<file path="config.mk">
export PLATFORM = sky130hd
export DESIGN_NAME = mux_scan_ctrl_flat
export DESIGN_NICKNAME = d
export VERILOG_FILES = /design/src/rtl/mux_scan_ctrl_pkg.sv /design/src/rtl/mux_scan_ctrl_if.sv /design/src/rtl/mux_scan_ctrl_dwell_cnt.sv /design/src/rtl/mux_scan_ctrl.sv /design/src/flat_wrapper.sv
export SDC_FILE = /design/constraint.sdc
export NUM_CORES = 1
export LEC_CHECK = 0
export CORE_AREA = 2 2 39 41
export DETAILED_ROUTE_END_ITERATION = 7
export DIE_AREA = 0 0 41 43
export PLACE_DENSITY = 0.71
export SYNTH_ARGS = -nofsm -noshare
export SYNTH_HDL_FRONTEND = slang
export SYNTH_SLANG_ARGS = --single-unit
export TNS_END_PERCENT = 30
</file>
<file path="constraint.sdc">
create_clock -name clk -period 1.9 [get_ports clk]
set_clock_uncertainty 0.2 [all_clocks]
set_input_delay 0.38 -clock clk [delete_from_list [all_inputs] [get_ports clk]]
set_output_delay 0.38 -clock clk [all_outputs]
set_load 0.01 [all_outputs]
</file>
<file path="src/rtl/mux_scan_ctrl_pkg.sv">
// mux_scan_pkg: shared constants, FSM state type and select helper for the mux scan controller.
package mux_scan_pkg;
    localparam int NCH   = 4;
    localparam int SEL_W = 2;

    typedef enum logic [1:0] {IDLE, SCAN, DONE} scan_state_t;

    function automatic logic [SEL_W-1:0] sel_to_bits(input logic [SEL_W-1:0] n);
        return n;
    endfunction
endpackage

</file>
<file path="src/rtl/mux_scan_ctrl_if.sv">
// mux_scan_ctrl_if: scan request, mux select/return and parallel snapshot signals.
interface mux_scan_ctrl_if;
    import mux_scan_pkg::*;
    logic           start;
    logic           y_in;
    logic           s0;
    logic           s1;
    logic [NCH-1:0] data_out;
    logic           valid;
    logic           busy;

    modport master (input start, y_in, output s0, s1, data_out, valid, busy);
    modport slave  (output start, y_in, input s0, s1, data_out, valid, busy);
endinterface

</file>
<file path="src/rtl/mux_scan_ctrl_dwell_cnt.sv">
// mux_scan_dwell_cnt: loadable down-counter with zero flag, timing the dwell per channel.
module mux_scan_dwell_cnt #(
    parameter int DWELL = 2
) (
    input  logic clk,
    input  logic rst_n,
    input  logic load,
    input  logic en,
    output logic zero
);
    localparam int CW = $clog2(DWELL + 1);

    logic [CW-1:0] cnt;

    always_ff @(posedge clk or negedge rst_n) begin
        if (!rst_n) cnt <= '0;
        else if (load) cnt <= CW'(DWELL - 1);
        else if (en && cnt != '0) cnt <= cnt - CW'(1);
    end

    assign zero = cnt == '0;
endmodule

</file>
<file path="src/rtl/mux_scan_ctrl.sv">
// mux_scan_ctrl: steps a 4:1 mux through its channels and returns a parallel snapshot.
// Define MUX_SCAN_CONTINUOUS_EN to let DONE restart a scan directly while start is held.
module mux_scan_ctrl
    import mux_scan_pkg::*;
#(
    parameter int DWELL = 2
) (
    input  logic             clk,
    input  logic             rst_n,
    mux_scan_ctrl_if.master  bus
);
    scan_state_t    state;
    scan_state_t    nxt;
    logic [SEL_W-1:0] sel;
    logic [NCH-2:0] shadow;
    logic [NCH-1:0] data_q;
    logic           zero;
    logic           last;
    logic           restart;
    logic           load;

    assign last = sel == SEL_W'(NCH - 1);

`ifdef MUX_SCAN_CONTINUOUS_EN
    assign restart = state == DONE && bus.start;
`else
    assign restart = 1'b0;
`endif

    assign load = (state == IDLE && bus.start) || (state == SCAN && zero && !last) || restart;

    mux_scan_dwell_cnt #(.DWELL(DWELL)) u_cnt (
        .clk  (clk),
        .rst_n(rst_n),
        .load (load),
        .en   (state == SCAN),
        .zero (zero)
    );

    always_ff @(posedge clk or negedge rst_n) begin
        if (!rst_n) state <= IDLE;
        else state <= nxt;
    end

    always_comb begin
        nxt = state == IDLE ? (bus.start ? SCAN : IDLE) :
              state == SCAN ? (zero && last ? DONE : SCAN) :
              (restart ? SCAN : IDLE);
    end

    always_comb begin
        bus.busy  = state == SCAN;
        bus.valid = state == DONE;
    end

    // The last channel bypasses the shadow so the snapshot lands on the same edge it is sampled.
    always_ff @(posedge clk or negedge rst_n) begin
        if (!rst_n) begin
            sel    <= '0;
            shadow <= '0;
            data_q <= '0;
        end else if (state == SCAN && zero) begin
            if (last) begin
                data_q <= {bus.y_in, shadow};
                sel    <= '0;
            end else begin
                shadow[sel] <= bus.y_in;
                sel         <= sel + SEL_W'(1);
            end
        end else if (state != SCAN) begin
            sel <= '0;
        end
    end

    assign {bus.s1, bus.s0} = sel_to_bits(sel);
    assign bus.data_out     = data_q;
endmodule

</file>
<file path="src/flat_wrapper.sv">
// flat-port wrapper written by rule: the top's interface ports become plain ports
module mux_scan_ctrl_flat import mux_scan_pkg::*;
#(
    parameter int DWELL = 2
)
  (clk, rst_n, bus_start, bus_y_in, bus_s0, bus_s1, bus_data_out, bus_valid, bus_busy);
  mux_scan_ctrl_if bus_i ();
  input  logic clk;
  input  logic rst_n;
  input wire logic [$bits(bus_i.start)-1:0] bus_start;
  input wire logic [$bits(bus_i.y_in)-1:0] bus_y_in;
  output wire logic [$bits(bus_i.s0)-1:0] bus_s0;
  output wire logic [$bits(bus_i.s1)-1:0] bus_s1;
  output wire logic [$bits(bus_i.data_out)-1:0] bus_data_out;
  output wire logic [$bits(bus_i.valid)-1:0] bus_valid;
  output wire logic [$bits(bus_i.busy)-1:0] bus_busy;
  assign bus_i.start = bus_start;
  assign bus_i.y_in = bus_y_in;
  assign bus_s0 = bus_i.s0;
  assign bus_s1 = bus_i.s1;
  assign bus_data_out = bus_i.data_out;
  assign bus_valid = bus_i.valid;
  assign bus_busy = bus_i.busy;
  mux_scan_ctrl #(.DWELL(DWELL)) u_core (.clk(clk), .rst_n(rst_n), .bus(bus_i));
endmodule
</file>
* Word level (Yosys, flattened, before mapping)
Cells that the tools add are included.
** Storage, ports and cells
- Output and inout port bits :: 8
- Flip-flop bits (word level) :: 13
- Word-level logic and storage cells :: 41
** Cells by class
- $lt $le $gt $ge :: 2
- Eq/ne operators :: 4
- Bitwise logic cells :: 1
- Add/subtract/negate cells :: 2
- Reduce and logical (&&, ||, !) cells :: 15
- Mux-type cells :: 12
** Operators by type and width (count)
- $mux W2 :: 8
- $logic_and A1 B1 Y1 :: 6
- $reduce_bool A2 Y1 :: 3
- $eq A2 B2 Y1 const B :: 2
- $logic_not A2 Y1 :: 2
- $reduce_and A2 Y1 :: 2
- $bwmux W3 :: 1
- $lt A2 B3 Y1 const B :: 1
- $add A2 B1 Y2 const B :: 1
- $demux W1 S2 :: 1
- $eq A2 B1 Y1 const B :: 1
- $ge A2 B1 Y1 const B :: 1
- $mux W1 :: 2
- $ne A2 B1 Y1 const B :: 1
- $sub A2 B1 Y2 const B :: 1
- $logic_not A1 Y1 :: 1
- $logic_or A1 B1 Y1 :: 1
- $not A1 Y1 :: 1

* Longest topological paths before layout
Gate-level depths: netlist of the first run.
- Depth in word-level cells :: 5
- Gate-level depth with buffers :: 5

* Cells and area by module
Synthesis of the first run repeated with hierarchy kept, for this count alone.
** Second synthesis, totals
- Cells, all modules :: 54
- Area, all modules :: 636.9 µm²
** By module, submodules not included
- mux_scan_ctrl :: area each 520.5 µm², instances 1, cells an instance 43, sequential area each 275.3 µm²
- mux_scan_dwell_cnt :: area each 116.4 µm², instances 1, cells an instance 11, sequential area each 50.0 µm²

* Worst setup path before layout of the first run
Ideal clock, no wire load.
- Kind :: register -> register
- Start :: reg u_core.sel[1]
- End :: reg u_core.shadow[0]
- Arrival :: 1.295 ns
- Required time :: 1.575 ns
- Cell stages (with the launch flop) :: 5
- Slack :: 0.281 ns
- Period minus slack after synthesis :: 1.619 ns
- Cell sequence :: dfrtp_1 > ha_1 > and4bb_2 > nand2_1 > mux2_2
** Between the ends
- Longest elaborated chain between the ends :: 5
- Elaborated cells on any way between the ends :: 9
- Classes of those cells :: 2 x order compare; 1 x eq/ne; 3 x mux; 1 x bitwise; 2 x reduce/logical
** Ends and longest elaborated chain
- from (decl) :: line mux_scan_ctrl.sv:14 : logic [SEL_W-1:0] sel;
- from (signal assigned) :: line mux_scan_ctrl.sv:68 : sel <= sel + SEL_W'(1);
- $lt A2 B3 Y1 (implied by the code) or $ge A2 B1 Y1 (tied branches) :: line mux_scan_ctrl.sv:67 : shadow[sel] <= bus.y_in;
- $logic_and A1 B1 Y1 (implied by the code) :: line mux_scan_ctrl.sv:67
- $mux W1 (implied by the code) :: line mux_scan_ctrl.sv:67
- $demux W1 S2
- $bwmux W3 :: line mux_scan_ctrl.sv:67
- to (signal, indexed assignment) :: line mux_scan_ctrl.sv:67
- to (decl) :: line mux_scan_ctrl.sv:15 : logic [NCH-2:0] shadow;
Parallel ways exist; a longest one is shown, timed or not.
A chain may end at the register's enable or synchronous reset.

* Worst setup path in the final report of the first run
- Start :: reg u_core.sel[1]
- End :: out bus_s1
** RTL lines
- to (decl) :: line flat_wrapper.sv:13 : output wire logic [$bits(bus_i.s1)-1:0] bus_s1;
No word-level cell between the ends.

==> reports/metrics.yaml, run 1 <==
wl_um: 918
num_antenna_cells: 0
cts-root-buf: "clkbuf_4"
core_um2: 1380
path_buf_inv: 1
finalNetCount: 74
synth-seq-cells: 13
cp.arrival_ns: 1.25
dp_hpwl_um: 715
clock-sinks: 13
period_share_pct: 96.4
synth_area_leaders: "dfrtp_1, mux2_2, ha_1"
dp_slack_ns: 0.177
hold_viol_final: 0
ys_seq_area_share_pct: 54.3
cts_tree: "yes"
synth_nets: 57
drc: 0
endpoint_kind: "primary output"
io_pins: 12
fin_ws_ns: 0.0692
stdcell_area_um2: 761
critPathMaxStageDelay_ns: 0.56
period_minus_slack_ns: 1.83
wire_per_inst_um: 11.5
first_pass_iters: 3
peakVddDrop_mv: 0.850
cap_viol_max_count: 0
die_w_um: 41
grt_max_degree: 14
grt_pass1_wl_um: 1760
syn_inst: 48
setup_viol: 0
cp.required_ns: 1.32
clk_pin_slew_ns: 0.08
syn2layout_area_growth_pct: 26.9
cts_buffers: 3
max_freq_mhz: 546
grt_use_total_pct: 15.0
cts-htree-levels: 1
p_leak_nw: 0.357
drive_above_1_share_pct: 21.9
std_cell_rows: 14
crit_family: "buffers and inverters"
tightestPinTransition_ns: 0.263
routed_via_density: 4.86
grt_overflow_total: 0
start_util_pct: 43.3
dieArea_um2: 1760
slowest_stage: "clkdlybuf4s50_1"
status: "finished, final reports clean"
portBuffers: 11
cp_cell_sequence: "clkdlybuf4s50_1"
cp-start-kind: "register"
powerDensity_nw_per_um2: 1600
hold_path_class: "primary input to asynchronous set/reset pin"
ys_types: 16
postRouteAntennaNets: 0
place_area_um2: 737
die_h_um: 43
first_iter_violations: 9
ys_warn_count: 0
path_max_fanout: 5
cts.path.max_buffers: 2
syn_area_um2: 599
setup_tns_ns: 0
place.gp.congestion: 0.688
finish.utilization_pct: 55.0
yosysTopAreaCell: "dfrtp_1"
syn_avg_cell_area_um2: 12.5
hold_buffers: 0
antenna_found_initial: 0
synth_top_area_share_pct: 54.3
clk_latency_ns: 0.27
timing.slew.headroom_pct: 82.4
grt_pass1_vias: 414
crit_type: "register to primary output"
via_count: 389
final-max-slew-violation-count: 0
rsz0062_at_grt: "false"
[Yosys cell counts]
cell	number
dfrtp_1	13
mux2_2	7
inv_1	6
ha_1	5
nand2_1	5
o21ai_0	2
a311o_1	1
and2b_1	1
and2b_2	1
and4bb_2	1
mux2i_1	1
nand3_1	1
nor2_1	1
nor2b_1	1
o2bb2ai_1	1
or3b_2	1
[registers in the layout (all words and copies together) (netlist names)]
signal,count
u_core.bus.data_out,4
u_core.sel,2
u_core.shadow,3
u_core.state,2
u_core.u_cnt.cnt,2
[area by class of cell]
class / instances / area [µm²]
fill: 132 / 623
clock buffer: 4 / 26.3
tap: 16 / 20.0
inverter: 6 / 22.5
sequential: 13 / 325
multi-input combinational: 29 / 251
timing repair buffer: 12 / 115
[logic make-up after synthesis]
kind of cell	share of synthesized area, %
flip-flops	54.3
AND/OR/NAND/NOR	11.9
multiplexers	14.8
buffers and inverters	3.76
adder cells (fa/ha/maj)	10.4
AO/OA/AOI/OAI	4.80
[stage by stage]
step	cells	power, mW	hold slack [ns]
after floorplan	48	0.845	-0.116
after global placement	76	1.07	0.276
after detailed placement	76	1.08	0.281
after CTS	80	1.24	0.211
after global routing	80	1.34	0.232
final	80	1.22	0.211
[per-layer routing]
| metal | wire, µm | global-route usage [%] | up-vias |
|---|---|---|---|
| li1 | - | - | 193 |
| met1 | 447 | 21.7 | 193 |
| met2 | 455 | 19.1 | 3 |
| met3 | 14 | 3.66 | 0 |
| met4 | 0 | 10.0 | 0 |
| met5 | 0 | 0 | - |
[path summary, 6_finish.rpt]
check,slack (ns),endpoint,startpoint,cells past startpoint
setup / recovery,0.07,bus_s1,u_core.sel[1],1
hold / removal,0.21,u_core.state[0],rst_n,2
setup reg to reg,0.21,u_core.shadow[0],u_core.sel[1],4
hold reg to reg,0.30,u_core.u_cnt.cnt[1],u_core.u_cnt.cnt[1],1
max in group asynchronous,1.13,u_core.bus.data_out[0],rst_n,2
min in group clk,0.30,u_core.u_cnt.cnt[1],u_core.u_cnt.cnt[1],1
[power breakdown]
part / switching, mW / internal [mW] / leakage (nW)
registers: 0.0811 / 0.409 / 0.156
clock network: 0.0836 / 0.0813 / 0.0150
logic: 0.242 / 0.323 / 0.186
total: 0.407 / 0.814 / 0.357
[timing repair]
action                     4_1_cts  5_1_grt
resized for setup                2        0
setup buffers                    0        0
setup endpoints to repair        2        0
[cell usage in the layout (no fill, tap or decap), types with 2 or more instances in the layout]
master	count
o21ai_0	2
dfrtp_1	13
dlygate4sd2_1	2
clkbuf_4	3
nand2_1	5
inv_1	6
ha_1	5
mux2_2	7
clkdlybuf4s50_1	9
Note: power is estimated with default switching activity, not from simulation.
==> inputs of run 2 (changes only) <==
- TNS_END_PERCENT: 30 -> 50
==> results of run 2 <==
The final DEF is identical to that of run 1; final timing and power are the same.
